==> src/rtl/mem_access_sequencer_if.sv <==
// Bundles the CPU request/response channels, the memory-side lines and the
// statistics outputs of mem_access_sequencer.
interface mem_access_sequencer_if;
  logic        req_valid;
  logic        req_ready;
  logic        req_we;
  logic [7:0]  req_addr;
  logic [7:0]  req_wdata;

  logic        resp_valid;
  logic        resp_ready;
  logic [7:0]  resp_rdata;
  logic        resp_fault;

  logic [7:0]  mem_address;
  logic        mem_write;
  logic [7:0]  mem_data_in;
  logic [7:0]  mem_data_out;

  logic [15:0] stat_reads;
  logic [15:0] stat_writes;
  logic [15:0] stat_faults;

  // Sequencer side.
  modport slave (
    input  req_valid, req_we, req_addr, req_wdata, resp_ready, mem_data_out,
    output req_ready, resp_valid, resp_rdata, resp_fault,
    output mem_address, mem_write, mem_data_in,
    output stat_reads, stat_writes, stat_faults
  );

  // CPU and memory side.
  modport master (
    output req_valid, req_we, req_addr, req_wdata, resp_ready, mem_data_out,
    input  req_ready, resp_valid, resp_rdata, resp_fault,
    input  mem_address, mem_write, mem_data_in,
    input  stat_reads, stat_writes, stat_faults
  );
endinterface

==> src/rtl/mem_access_sequencer.sv <==
// Load/store sequencer in front of the 256-byte memory: absorbs the one-cycle read latency,
// blocks illegal stores. Define ACCESS_STATS_EN to build the saturating access counters.
module mem_access_sequencer #(
  parameter logic [7:0] ROM_TOP = 8'h80,
  parameter logic [7:0] RW_TOP  = 8'hE0,
  parameter logic [7:0] IN_TOP  = 8'hF0
) (
  input logic                   clk,
  input logic                   reset,
  mem_access_sequencer_if.slave bus
);

  typedef enum logic [1:0] {StIdle, StAccess, StCapture, StResp} state_e;

  state_e     state_q, state_d;
  logic [7:0] addr_q, addr_d;
  logic [7:0] wdata_q, wdata_d;
  logic       we_q, we_d;
  logic [7:0] rdata_q, rdata_d;
  logic       fault_q, fault_d;
  logic       legal;
  logic       done;

  // Stores into ROM or the input-port window are refused; every load is legal.
  always_comb begin
    legal = 1'b1;
    if (we_q && ((addr_q < ROM_TOP) || ((addr_q >= RW_TOP) && (addr_q < IN_TOP)))) begin
      legal = 1'b0;
    end
  end

  always_comb begin
    state_d = state_q;
    addr_d  = addr_q;
    wdata_d = wdata_q;
    we_d    = we_q;
    rdata_d = rdata_q;
    fault_d = fault_q;
    case (state_q)
      StIdle: begin
        if (bus.req_valid) begin
          addr_d  = bus.req_addr;
          wdata_d = bus.req_wdata;
          we_d    = bus.req_we;
          state_d = StAccess;
        end
      end
      StAccess: state_d = StCapture;
      StCapture: begin
        // Output ports have no readable contents, so their loads return zero.
        rdata_d = (!we_q && (addr_q < IN_TOP)) ? bus.mem_data_out : 8'h00;
        fault_d = !legal;
        state_d = StResp;
      end
      StResp: begin
        if (bus.resp_ready) state_d = StIdle;
      end
      default: state_d = StIdle;
    endcase
  end

  always_ff @(posedge clk) begin
    if (!reset) begin
      state_q <= StIdle;
      addr_q  <= 8'h00;
      wdata_q <= 8'h00;
      we_q    <= 1'b0;
      rdata_q <= 8'h00;
      fault_q <= 1'b0;
    end else begin
      state_q <= state_d;
      addr_q  <= addr_d;
      wdata_q <= wdata_d;
      we_q    <= we_d;
      rdata_q <= rdata_d;
      fault_q <= fault_d;
    end
  end

  assign done = (state_q == StResp) && bus.resp_ready;

  assign bus.req_ready   = (state_q == StIdle);
  assign bus.resp_valid  = (state_q == StResp);
  assign bus.resp_rdata  = rdata_q;
  assign bus.resp_fault  = fault_q;
  assign bus.mem_address = addr_q;
  assign bus.mem_data_in = wdata_q;
  // Gated by reset so a reset arriving during ACCESS kills the write on that same edge.
  assign bus.mem_write   = (state_q == StAccess) && we_q && legal && reset;

`ifdef ACCESS_STATS_EN
  logic [15:0] reads_q, reads_d;
  logic [15:0] writes_q, writes_d;
  logic [15:0] faults_q, faults_d;

  function automatic logic [15:0] sat_inc(input logic [15:0] v);
    return (v == 16'hFFFF) ? v : v + 16'd1;
  endfunction

  always_comb begin
    reads_d  = reads_q;
    writes_d = writes_q;
    faults_d = faults_q;
    if (done) begin
      if (fault_q)   faults_d = sat_inc(faults_q);
      else if (we_q) writes_d = sat_inc(writes_q);
      else           reads_d  = sat_inc(reads_q);
    end
  end

  always_ff @(posedge clk) begin
    if (!reset) begin
      reads_q  <= 16'h0000;
      writes_q <= 16'h0000;
      faults_q <= 16'h0000;
    end else begin
      reads_q  <= reads_d;
      writes_q <= writes_d;
      faults_q <= faults_d;
    end
  end

  assign bus.stat_reads  = reads_q;
  assign bus.stat_writes = writes_q;
  assign bus.stat_faults = faults_q;
`else
  logic unused_done;
  assign unused_done     = done;
  assign bus.stat_reads  = 16'h0000;
  assign bus.stat_writes = 16'h0000;
  assign bus.stat_faults = 16'h0000;
`endif

endmodule

==> src/flat_wrapper.sv <==
// flat-port wrapper written by rule: the top's interface ports become plain ports
module mem_access_sequencer_flat 
#(
  parameter logic [7:0] ROM_TOP = 8'h80,
  parameter logic [7:0] RW_TOP  = 8'hE0,
  parameter logic [7:0] IN_TOP  = 8'hF0
)
  (clk, reset, bus_req_valid, bus_req_we, bus_req_addr, bus_req_wdata, bus_resp_ready, bus_mem_data_out, bus_req_ready, bus_resp_valid, bus_resp_rdata, bus_resp_fault, bus_mem_address, bus_mem_write, bus_mem_data_in, bus_stat_reads, bus_stat_writes, bus_stat_faults);
  mem_access_sequencer_if bus_i ();
  input logic clk;
  input logic reset;
  input wire logic [$bits(bus_i.req_valid)-1:0] bus_req_valid;
  input wire logic [$bits(bus_i.req_we)-1:0] bus_req_we;
  input wire logic [$bits(bus_i.req_addr)-1:0] bus_req_addr;
  input wire logic [$bits(bus_i.req_wdata)-1:0] bus_req_wdata;
  input wire logic [$bits(bus_i.resp_ready)-1:0] bus_resp_ready;
  input wire logic [$bits(bus_i.mem_data_out)-1:0] bus_mem_data_out;
  output wire logic [$bits(bus_i.req_ready)-1:0] bus_req_ready;
  output wire logic [$bits(bus_i.resp_valid)-1:0] bus_resp_valid;
  output wire logic [$bits(bus_i.resp_rdata)-1:0] bus_resp_rdata;
  output wire logic [$bits(bus_i.resp_fault)-1:0] bus_resp_fault;
  output wire logic [$bits(bus_i.mem_address)-1:0] bus_mem_address;
  output wire logic [$bits(bus_i.mem_write)-1:0] bus_mem_write;
  output wire logic [$bits(bus_i.mem_data_in)-1:0] bus_mem_data_in;
  output wire logic [$bits(bus_i.stat_reads)-1:0] bus_stat_reads;
  output wire logic [$bits(bus_i.stat_writes)-1:0] bus_stat_writes;
  output wire logic [$bits(bus_i.stat_faults)-1:0] bus_stat_faults;
  assign bus_i.req_valid = bus_req_valid;
  assign bus_i.req_we = bus_req_we;
  assign bus_i.req_addr = bus_req_addr;
  assign bus_i.req_wdata = bus_req_wdata;
  assign bus_i.resp_ready = bus_resp_ready;
  assign bus_i.mem_data_out = bus_mem_data_out;
  assign bus_req_ready = bus_i.req_ready;
  assign bus_resp_valid = bus_i.resp_valid;
  assign bus_resp_rdata = bus_i.resp_rdata;
  assign bus_resp_fault = bus_i.resp_fault;
  assign bus_mem_address = bus_i.mem_address;
  assign bus_mem_write = bus_i.mem_write;
  assign bus_mem_data_in = bus_i.mem_data_in;
  assign bus_stat_reads = bus_i.stat_reads;
  assign bus_stat_writes = bus_i.stat_writes;
  assign bus_stat_faults = bus_i.stat_faults;
  mem_access_sequencer #(.ROM_TOP(ROM_TOP), .RW_TOP(RW_TOP), .IN_TOP(IN_TOP)) u_core (.clk(clk), .reset(reset), .bus(bus_i));
endmodule
==> config.mk <==
export PLATFORM = sky130hd
export DESIGN_NAME = mem_access_sequencer_flat
export DESIGN_NICKNAME = d
export VERILOG_FILES = /design/src/rtl/mem_access_sequencer_if.sv /design/src/rtl/mem_access_sequencer.sv /design/src/flat_wrapper.sv
export SDC_FILE = /design/constraint.sdc
export NUM_CORES = 1
export LEC_CHECK = 0
export CORE_ASPECT_RATIO = 0.7
export CORE_MARGIN = 10
export CORE_UTILIZATION = 36
export CTS_CLUSTER_SIZE = 40
export DETAILED_ROUTE_END_ITERATION = 10
export GPL_TIMING_DRIVEN = 1
export PLACE_DENSITY = 0.8
export SYNTH_ARGS = -nofsm -noshare
export SYNTH_HDL_FRONTEND = slang
export SYNTH_SLANG_ARGS = --single-unit
export TNS_END_PERCENT = 5
==> constraint.sdc <==
create_clock -name clk -period 1.77 [get_ports clk]
set_clock_uncertainty 0.15 [all_clocks]
set_input_delay 0.354 -clock clk [delete_from_list [all_inputs] [get_ports clk]]
set_output_delay 0.354 -clock clk [all_outputs]
set_load 0.1 [all_outputs]
==> run_results.csv, run 1 <==
group,metric,value,unit
worst_setup_path,crit_path_start,"u_core.state_q[1]",
worst_setup_path,cp.required,1270,ps
global_route,overflow,0,
clock_network,numCtsBuffers,3,
placed_design,dp_hpwl,3240,um
timing,hold_viol,0,
timing,slew_violations,0,
floorplanning,num_rows,20,
worst_setup_path,regToRegSetupSlack,220,ps
logic_synthesis,avgSynthCellArea,8.76,um2
drt,highest_layer,"met4",
drt,routedLengthMet1,1530,um
worst_setup_path,crit_fanout,2,
logic_synthesis,synth-edff-count,0,
hold_path,min_path_type,"flop to flop",
clock_network,clk_pin_slew,90,ps
logic_synthesis,yosys-top-cells-area,"dfxtp_1 (35%), buf_4 (23%), nand2_1 (8.8%)",
clock_network,cts_tree,"done",
logic_synthesis,synth_seq_cells,28,
global_route,global_route.usage.total,0.0967,
pwr,ir_drop,0.00101,V
timing,fin_crit,1710,ps
worst_setup_path,start_kind,"flop",
global_route,first_global_vias,1096,
drt,viasPerCell,3.94,
global_route,grt_pass1_wl,6130,um
drt,routed_wl,4050,um
drt,dr.pass1.iters,4,
cells_and_area,fin_util,0.551,
global_route,grt_max_degree,30,
pwr,seqPwrFrac,0.262,
floorplanning,pin_count,105,
logic_synthesis,synth_top_area_share,0.346,
clock_network,h-tree-depth,1,
worst_setup_path,arrival,1210,ps
logic_synthesis,synth_top_cell_by_area,"dfxtp_1",
clock_network,cts_buffer_depth,2,
timing,rsz0062_at_grt,"yes",
logic_synthesis,ys_dominant_reg_cell,"dfxtp_1",
hold_path,hp-start,"u_core.bus.mem_address[2]",
drt,via_count,1157,
cells_and_area,drive_gt1_frac,0.251,
pwr,p_comb_frac,0.635,
worst_setup_path,rr_startpoint,"u_core.state_q[0]",
pwr,powerDensity,1400,nW/um2
timing,setup-violations-final,0,
pwr,swShare,0.545,
cells_and_area,nets,273,
pwr,internal-power,1.52,mW
floorplanning,dieWidth,100,um
hold_path,hold_depth,2,
timing,worst_hold_slack,356,ps
logic_synthesis,synthCells,185,
cells_and_area,n_antenna_cell,0,
cells_and_area,design_area,2400,um2
floorplanning,dieArea,7630,um2
floorplanning,coreArea,4350,um2
timing,min_period_over_period,0.967,
logic_synthesis,synth_common_cells,"buf_4 (49), nand2_1 (38), dfxtp_1 (28), a21boi_2 (10), nand3_1 (9)",
drt,wl_per_cell,13.8,um
logic_synthesis,synth_warnings,0,
status,status,"finished, final reports clean",
global_route,grt_antenna_before_repair,0,
logic_synthesis,syn_area,1620,um2
pwr,p_switching,1.83,mW
floorplanning,die_h,76.1,um
clock_network,cts.sinks,28,
cells_and_area,num-fill-cells,418,
drt,drc,0,
timing,maxClockFrequency,0.584,GHz
drt,dr_wl_met3,328,um
drt,dr_wl_met2,2170,um
floorplanning,start_util,0.372,
pwr,power_frac_clock,0.103,
placed_design,gp_congestion,0.686,
logic_synthesis,ys_types,26,
placed_design,place_area,2320,um2
pwr,power.leakage,0.965,nW
cells_and_area,area_growth_syn_to_layout,48.2,%
flow_run,maxCapViolCount,0,
logic_synthesis,synthArstFlopShare,0,
placed_design,io_buffers,56,
worst_setup_path,cp-end-kind,"output port",
drt,ant_nets,0,
worst_setup_path,crit_type,"flop to output port",
logic_synthesis,synth-seq-area-share,0.346,
drt,drtIter0Drc,24,
clock_network,cts.hold.buffers_added,0,
logic_synthesis,synth.most_common_cell,"buf_4",
clock_network,ctsRootBufferMaster,"clkbuf_8",
worst_setup_path,r2r.worst_path.cells,5,
clock_network,worstSkewPairLatency,270,ps
==> final timing paths <==
check | endpoint
worst max-delay path | bus_mem_write
worst min-delay path | u_core.bus.mem_address[2]
worst min register to register | u_core.bus.mem_address[2]
worst max register to register | u_core.bus.mem_address[6]
==> final cells by class <==
cell class / count / area [um2] / area share
Clock buffer: 4 / 45.0 / 0.0188
Inverter: 3 / 11.3 / 0.00469
Multi-Input combinational cell: 145 / 841 / 0.350
Sequential cell: 28 / 573 / 0.239
Tap cell: 55 / 68.8 / 0.0287
Timing Repair Buffer: 59 / 862 / 0.359
==> critical path: stages (launching register included) <==
cell and delay [ps]:
dfxtp_2 330, inv_2 70, ha_4 140, nand3_4 70, nor2_4 140, buf_12 180
==> stage by stage <==
step / instances / worst slack, ps / TNS, ps / power (mW)
after floorplan: 232 / -105 / -331 / 2.49
final: 294 / 58.4 / 0 / 3.35
after global placement: 289 / -23.2 / -23.2 / 2.96
after CTS: 294 / 22.9 / 0 / 3.36
after global routing: 294 / -14.5 / -14.5 / 3.50
after detailed placement: 289 / -29.5 / -29.5 / 2.98
==> power groups by stage <==
stage	combinational [mW]	clock (mW)	sequential (mW)
detailed placement	2.10	0	0.886
global route	2.21	0.399	0.896
finish	2.13	0.344	0.879
floorplan	1.05	0	1.44
global placement	2.08	0	0.878
CTS	2.12	0.362	0.870
==> logic make-up (layout without fill, tap and decap cells) <==
kind of cell,after synthesis,count (layout),share of synthesized area
compound gates,31,31,0.178
simple gates,61,61,0.170
other cells,1,48,0.00231
flops,28,28,0.346
buf+inv,59,66,0.267
fa+ha+maj,4,4,0.0309
mux,1,1,0.00618
==> cell usage in the layout, fill, tap and decap left out, types with 2 or more instances in the layout <==
cell type        instances
a21boi_0                 7
nand2_1                 38
buf_12                  28
nor2b_1                  2
nand2b_1                 8
o21a_1                   2
dfxtp_4                  2
a21boi_2                10
conb_1                  48
ha_2                     2
a21oi_1                  2
nand3_1                  8
dfxtp_1                 22
a21boi_1                 8
dfxtp_2                  4
inv_1                    2
clkdlybuf4s50_1         27
buf_4                    3
clkbuf_8                 3
==> state kept, by name, summed over array words and instances, names as in the netlist <==
register and count:
u_core.bus.resp_fault 1, u_core.state_q 2, u_core.bus.mem_data_in 8, u_core.bus.mem_address 8, u_core.bus.resp_rdata 8, u_core.we_q 1
==> what timing repair did <==
| action | CTS | global route |
|---|---|---|
| setup buffers | 1 | 0 |
| gates resized for setup | 4 | 5 |
| hold endpoints to repair | 0 | 0 |
| setup endpoints to repair | 1 | 1 |
| pin swaps | 1 | 1 |
==> per-layer routing <==
metal	vias up	track usage
met2	34	0.163
met4	0	0.00845
met5	-	0
met3	2	0.0444
li1	602	-
met1	519	0.113
(Power assumes the default switching activity.)
==> inputs of run 2 (changes only) <==
CAP_MARGIN = 25   (was default)
CTS_BUF_LIST = sky130_fd_sc_hd__clkbuf_16   (was default)
==> run 2 against run 1 <==
Net effect:
- first-iteration DRC count is 4.2% higher
- sequential share of layout area is 0.26 points lower
- clock-buffer cell count shrank 1
- cell count unchanged
- highest routed layer unchanged
- sequential power about the same
- via count increased by 0.17%
- die area unchanged
- largest power group unchanged
- utilization is 0.60 points higher
- hold slack got worse by 2.7 ps
- worst setup slack got worse by 1.8 ps
- global-route usage barely moved
- non-clock buffer count unchanged
==> run_results.csv, run 2 (synthesis results as in run 1) <==
group,metric,value,unit
floorplanning,pin_count,105,
floorplanning,dieArea,7630,um2
pwr,powerDensity,1440,nW/um2
hold_path,hp-start,"u_core.bus.mem_address[2]",
floorplanning,die_h,76.1,um
floorplanning,start_util,0.372,
clock_network,cts_tree,"done",
timing,worst_hold_slack,353,ps
cells_and_area,final_cell_mix,"conb_1 (48), nand2_1 (38), buf_12 (28), clkdlybuf4s50_1 (27), dfxtp_1 (22)",
timing,hold_viol,0,
clock_network,h-tree-depth,1,
floorplanning,num_rows,20,
global_route,grt_max_degree,30,
timing,fin_crit,1710,ps
cells_and_area,num-fill-cells,412,
clock_network,cts.hold.buffers_added,0,
drt,ant_nets,0,
worst_setup_path,rr_startpoint,"u_core.state_q[0]",
cells_and_area,n_antenna_cell,0,
cells_and_area,regArea,573,um2
worst_setup_path,crit_fanout,2,
status,status,"finished, final reports clean",
floorplanning,coreArea,4350,um2
drt,drc,0,
timing,setup_tns,0,ps
worst_setup_path,start_kind,"flop",
worst_setup_path,cp-end-kind,"output port",
pwr,ir_drop,0.00105,V
placed_design,place_inst,289,
worst_setup_path,cp.required,1270,ps
hold_path,min_path_type,"flop to flop",
placed_design,gp_congestion,0.686,
placed_design,io_buffers,56,
drt,drtIter0Drc,25,
pwr,swShare,0.525,
global_route,first_global_vias,1090,
cells_and_area,layout_commonest_cell,"conb_1",
timing,min_period_over_period,0.968,
timing,fin_ws,56.7,ps
global_route,global_route.usage.total,0.0969,
cells_and_area,nets,273,
placed_design,dp_hpwl,3240,um
global_route,overflow,0,
pwr,power.leakage,0.984,nW
timing,setup-violations-final,0,
clock_network,clk_pin_slew,60,ps
cells_and_area,area_growth_syn_to_layout,49.8,%
clock_network,cts.sinks,28,
worst_setup_path,crit_type,"flop to output port",
worst_setup_path,path_buf_inv,2,
timing,maxClockFrequency,0.584,GHz
drt,viasPerCell,3.94,
drt,wl_per_cell,13.7,um
pwr,power_frac_clock,0.143,
cells_and_area,multi_input_area,833,um2
pwr,seqPwrFrac,0.251,
worst_setup_path,arrival,1210,ps
global_route,grt_antenna_before_repair,0,
clock_network,worstSkewPairLatency,260,ps
drt,via_count,1159,
placed_design,pre_cts_slack,-29.5,ps
worst_setup_path,cp_cell_sequence,"inv_2 > ha_4 > nand3_2 > nor2_4 > buf_12",
flow_run,maxCapViolCount,0,
cells_and_area,final_cells,294,
worst_setup_path,crit_path_start,"u_core.state_q[1]",
cells_and_area,drive_gt1_frac,0.251,
floorplanning,dieWidth,100,um
worst_setup_path,cp_slowest_cell,"dfxtp_4",
worst_setup_path,cp_top_family,"flip-flops",
global_route,grt_pass1_wl,6140,um
clock_network,cts_buffer_depth,2,
clock_network,numCtsBuffers,3,
clock_network,ctsRootBufferMaster,"clkbuf_16",
pwr,internal-power,1.66,mW
timing,slew_violations,0,
pwr,p_comb_frac,0.606,
worst_setup_path,cp_slowest_stage_delay,340,ps
pwr,p_switching,1.84,mW
drt,routed_wl,4030,um
drt,dr.pass1.iters,4,
-- run 2: worst min-delay path, cell delays in order (launching register included) --
cell and delay (ps):
dfxtp_1 330, nand2_1 60, a21boi_0 60
-- run 2: timing repair --
action / CTS / global route
buffers inserted: 0 / 1
pin swaps: 1 / 1
resized for setup: 3 / 5
setup endpoints to repair: 1 / 1
-- run 2: worst paths after layout --
check | cells past startpoint | slack (ps) | end
hold reg to reg | 2 | 350 | u_core.bus.mem_address[2]
setup reg to reg | 5 | 230 | u_core.bus.mem_address[7]
setup / recovery | 5 | 60 | bus_mem_write
hold / removal | 2 | 350 | u_core.bus.mem_address[2]
-- run 2: cell type report --
cell class,count,share of cell area
Clock buffer,3,0.0309
Clock inverter,1,0.00155
Inverter,3,0.00464
Multi-Input combinational cell,145,0.343
Sequential cell,28,0.236
Tap cell,55,0.0284
Timing Repair Buffer,59,0.355
-- run 2: power by group through the flow --
stage,sequential [mW],clock (mW),combinational [mW]
final,0.878,0.500,2.12
after global placement,0.878,0,2.08
after CTS,0.874,0.517,2.11
after detailed placement,0.886,0,2.10
after floorplan,1.44,0,1.05
after global routing,0.894,0.557,2.20
-- run 2: layer usage --
layer	GRT usage	share of wire	wire (um)	up-vias
met5	0	0	0	-
li1	-	-	-	605
met2	0.162	0.53	2150	34
met1	0.114	0.38	1540	518
met3	0.0444	0.081	327	2
met4	0.00845	0.0030	12	0
-- run 2: metrics by stage --
step	total power, mW	util	instance area (um2)
floorplan	2.49	-	1820
global placement	2.96	0.533	2320
detailed placement	2.98	0.533	2320
CTS	3.50	0.552	2400
global route	3.65	0.557	2430
finish	3.50	0.557	2430
==> inputs of run 3 (changes only) <==
SETUP_SLACK_MARGIN = 0.1   (was default)
SKIP_LAST_GASP = 1   (was default)
==> run 3 against run 2 <==
Net effect:
- critical path depth unchanged
- first-iteration DRC count up 8.0%
- flip-flop and latch count unchanged
- cell area up 0.93%
- clock power hardly changed
- worst setup slack better by 46 ps
- clock-buffer cell count is the same
- register-to-register slack barely moved
- largest cell class unchanged
==> run_results.csv, run 3 (synthesis results as in run 1) <==
group,metric,value,unit
clock_network,cts.sinks,28,
worst_setup_path,regToRegSetupSlack,230,ps
global_route,grt_max_degree,30,
worst_setup_path,cp-end-kind,"output port",
drt,dr.pass1.iters,4,
floorplanning,start_util,0.372,
floorplanning,coreArea,4350,um2
cells_and_area,final_cell_mix,"conb_1 (48), nand2_1 (38), buf_12 (28), clkdlybuf4s50_1 (27), dfxtp_1 (22)",
drt,ant_nets,0,
cells_and_area,fin_util,0.563,
drt,viasPerCell,3.94,
global_route,grt_antenna_before_repair,0,
cells_and_area,nets,275,
worst_setup_path,cp.required,1270,ps
floorplanning,dieArea,7630,um2
drt,drc,0,
worst_setup_path,r2r.worst_path.cells,5,
worst_setup_path,rr_startpoint,"u_core.state_q[0]",
timing,worst_hold_slack,352,ps
placed_design,gp_congestion,0.686,
clock_network,numCtsBuffers,3,
pwr,powerDensity,1440,nW/um2
timing,maxClockFrequency,0.600,GHz
timing,fin_crit,1670,ps
cells_and_area,layout_commonest_cell,"conb_1",
worst_setup_path,crit_fanout,2,
clock_network,ctsRootBufferMaster,"clkbuf_16",
global_route,grt_pass1_wl,6260,um
status,status,"finished, final reports clean",
clock_network,cts_tree,"done",
cells_and_area,design_area,2450,um2
timing,slew_violations,0,
global_route,overflow,0,
timing,rsz0062_at_grt,"yes",
worst_setup_path,arrival,1160,ps
worst_setup_path,crit_path_start,"u_core.state_q[1]",
clock_network,clk_pin_slew,60,ps
worst_setup_path,endpoint,"bus_mem_write",
timing,setup-violations-final,0,
worst_setup_path,reg2reg_to,"u_core.bus.mem_address[6]",
worst_setup_path,start_kind,"flop",
global_route,first_global_vias,1109,
flow_run,maxCapViolCount,0,
cells_and_area,area_growth_syn_to_layout,51.2,%
hold_path,min_path_type,"flop to flop",
drt,via_count,1165,
floorplanning,die_h,76.1,um
timing,min_period_over_period,0.942,
pwr,power.leakage,0.995,nW
clock_network,cts_buffer_depth,2,
cells_and_area,drive_gt1_frac,0.257,
timing,hold_viol,0,
drt,wl_per_cell,13.8,um
drt,routed_wl,4070,um
clock_network,h-tree-depth,1,
pwr,p_total,3.53,mW
clock_network,worstSkewPairLatency,260,ps
clock_network,cts.hold.buffers_added,0,
placed_design,dp_hpwl,3240,um
cells_and_area,n_antenna_cell,0,
floorplanning,pin_count,105,
global_route,global_route.usage.total,0.0989,
placed_design,io_buffers,56,
drt,drtIter0Drc,27,
worst_setup_path,crit_type,"flop to output port",
pwr,ir_drop,0.00107,V
timing,setup_tns,0,ps
floorplanning,dieWidth,100,um
floorplanning,num_rows,20,
placed_design,place_area,2320,um2
-- run 3: changes by cell type in the layout (fill, tap and decap cells not counted), sizes merged --
| cell | change |
|---|---|
| buf | +2 |
-- run 3: timing repair --
action / in CTS / in global routing
setup buffers: 3 / 0
endpoints found under the hold margin: 0 / 0
endpoints found under the setup margin: 1 / 3
pin swaps: 1 / 0
resized for setup: 9 / 0
-- run 3: metrics by stage --
stage               cells  setup WS (ps)
floorplan             232           -105
finish                296            103
global route          296           36.4
detailed placement    289          -29.5
CTS                   296            103
global placement      289          -23.2
-- run 3: per-layer routing --
metal | up-vias | GRT usage | part of all wire | routed length (um)
met4 | 0 | 0.00845 | 0.0032 | 13
met1 | 522 | 0.114 | 0.38 | 1560
met3 | 2 | 0.0444 | 0.080 | 326
met2 | 34 | 0.169 | 0.53 | 2180
li1 | 607 | - | - | -
met5 | - | 0 | 0 | 0
-- run 3: worst min path at each step --
stage	startpoint	to	slack, ps	cells after the start
finish	u_core.bus.mem_address[2]	u_core.bus.mem_address[2]	350	2
global route	u_core.bus.mem_address[2]	u_core.bus.mem_address[2]	370	2
global placement	u_core.state_q[1]	u_core.state_q[1]	340	2
detailed placement	u_core.bus.mem_data_in[5]	u_core.bus.mem_data_in[5]	350	2
CTS	u_core.bus.mem_data_in[5]	u_core.bus.mem_data_in[5]	360	2
floorplan	u_core.state_q[1]	u_core.state_q[1]	320	2
-- run 3: layout make-up --
type | instances | area, um2
Tap cell | 55 | 68.8
Timing Repair Buffer | 61 | 877
Fill cell | 405 | 1900
Clock inverter | 1 | 3.75
Multi-Input combinational cell | 145 | 841
Clock buffer | 3 | 75.1
Sequential cell | 28 | 573
Inverter | 3 | 11.3
-- run 3: where the power goes --
part	switching [mW]	leakage [nW]	internal, mW
registers	0.125	0.232	0.748
clock network	0.198	0.0423	0.302
logic	1.52	0.721	0.630
-- run 3: critical path, stage by stage, from the launching register on --
cell and delay (ps):
dfxtp_2 320, inv_2 70, ha_4 140, nand3_4 70, nor2_4 110, buf_12 180
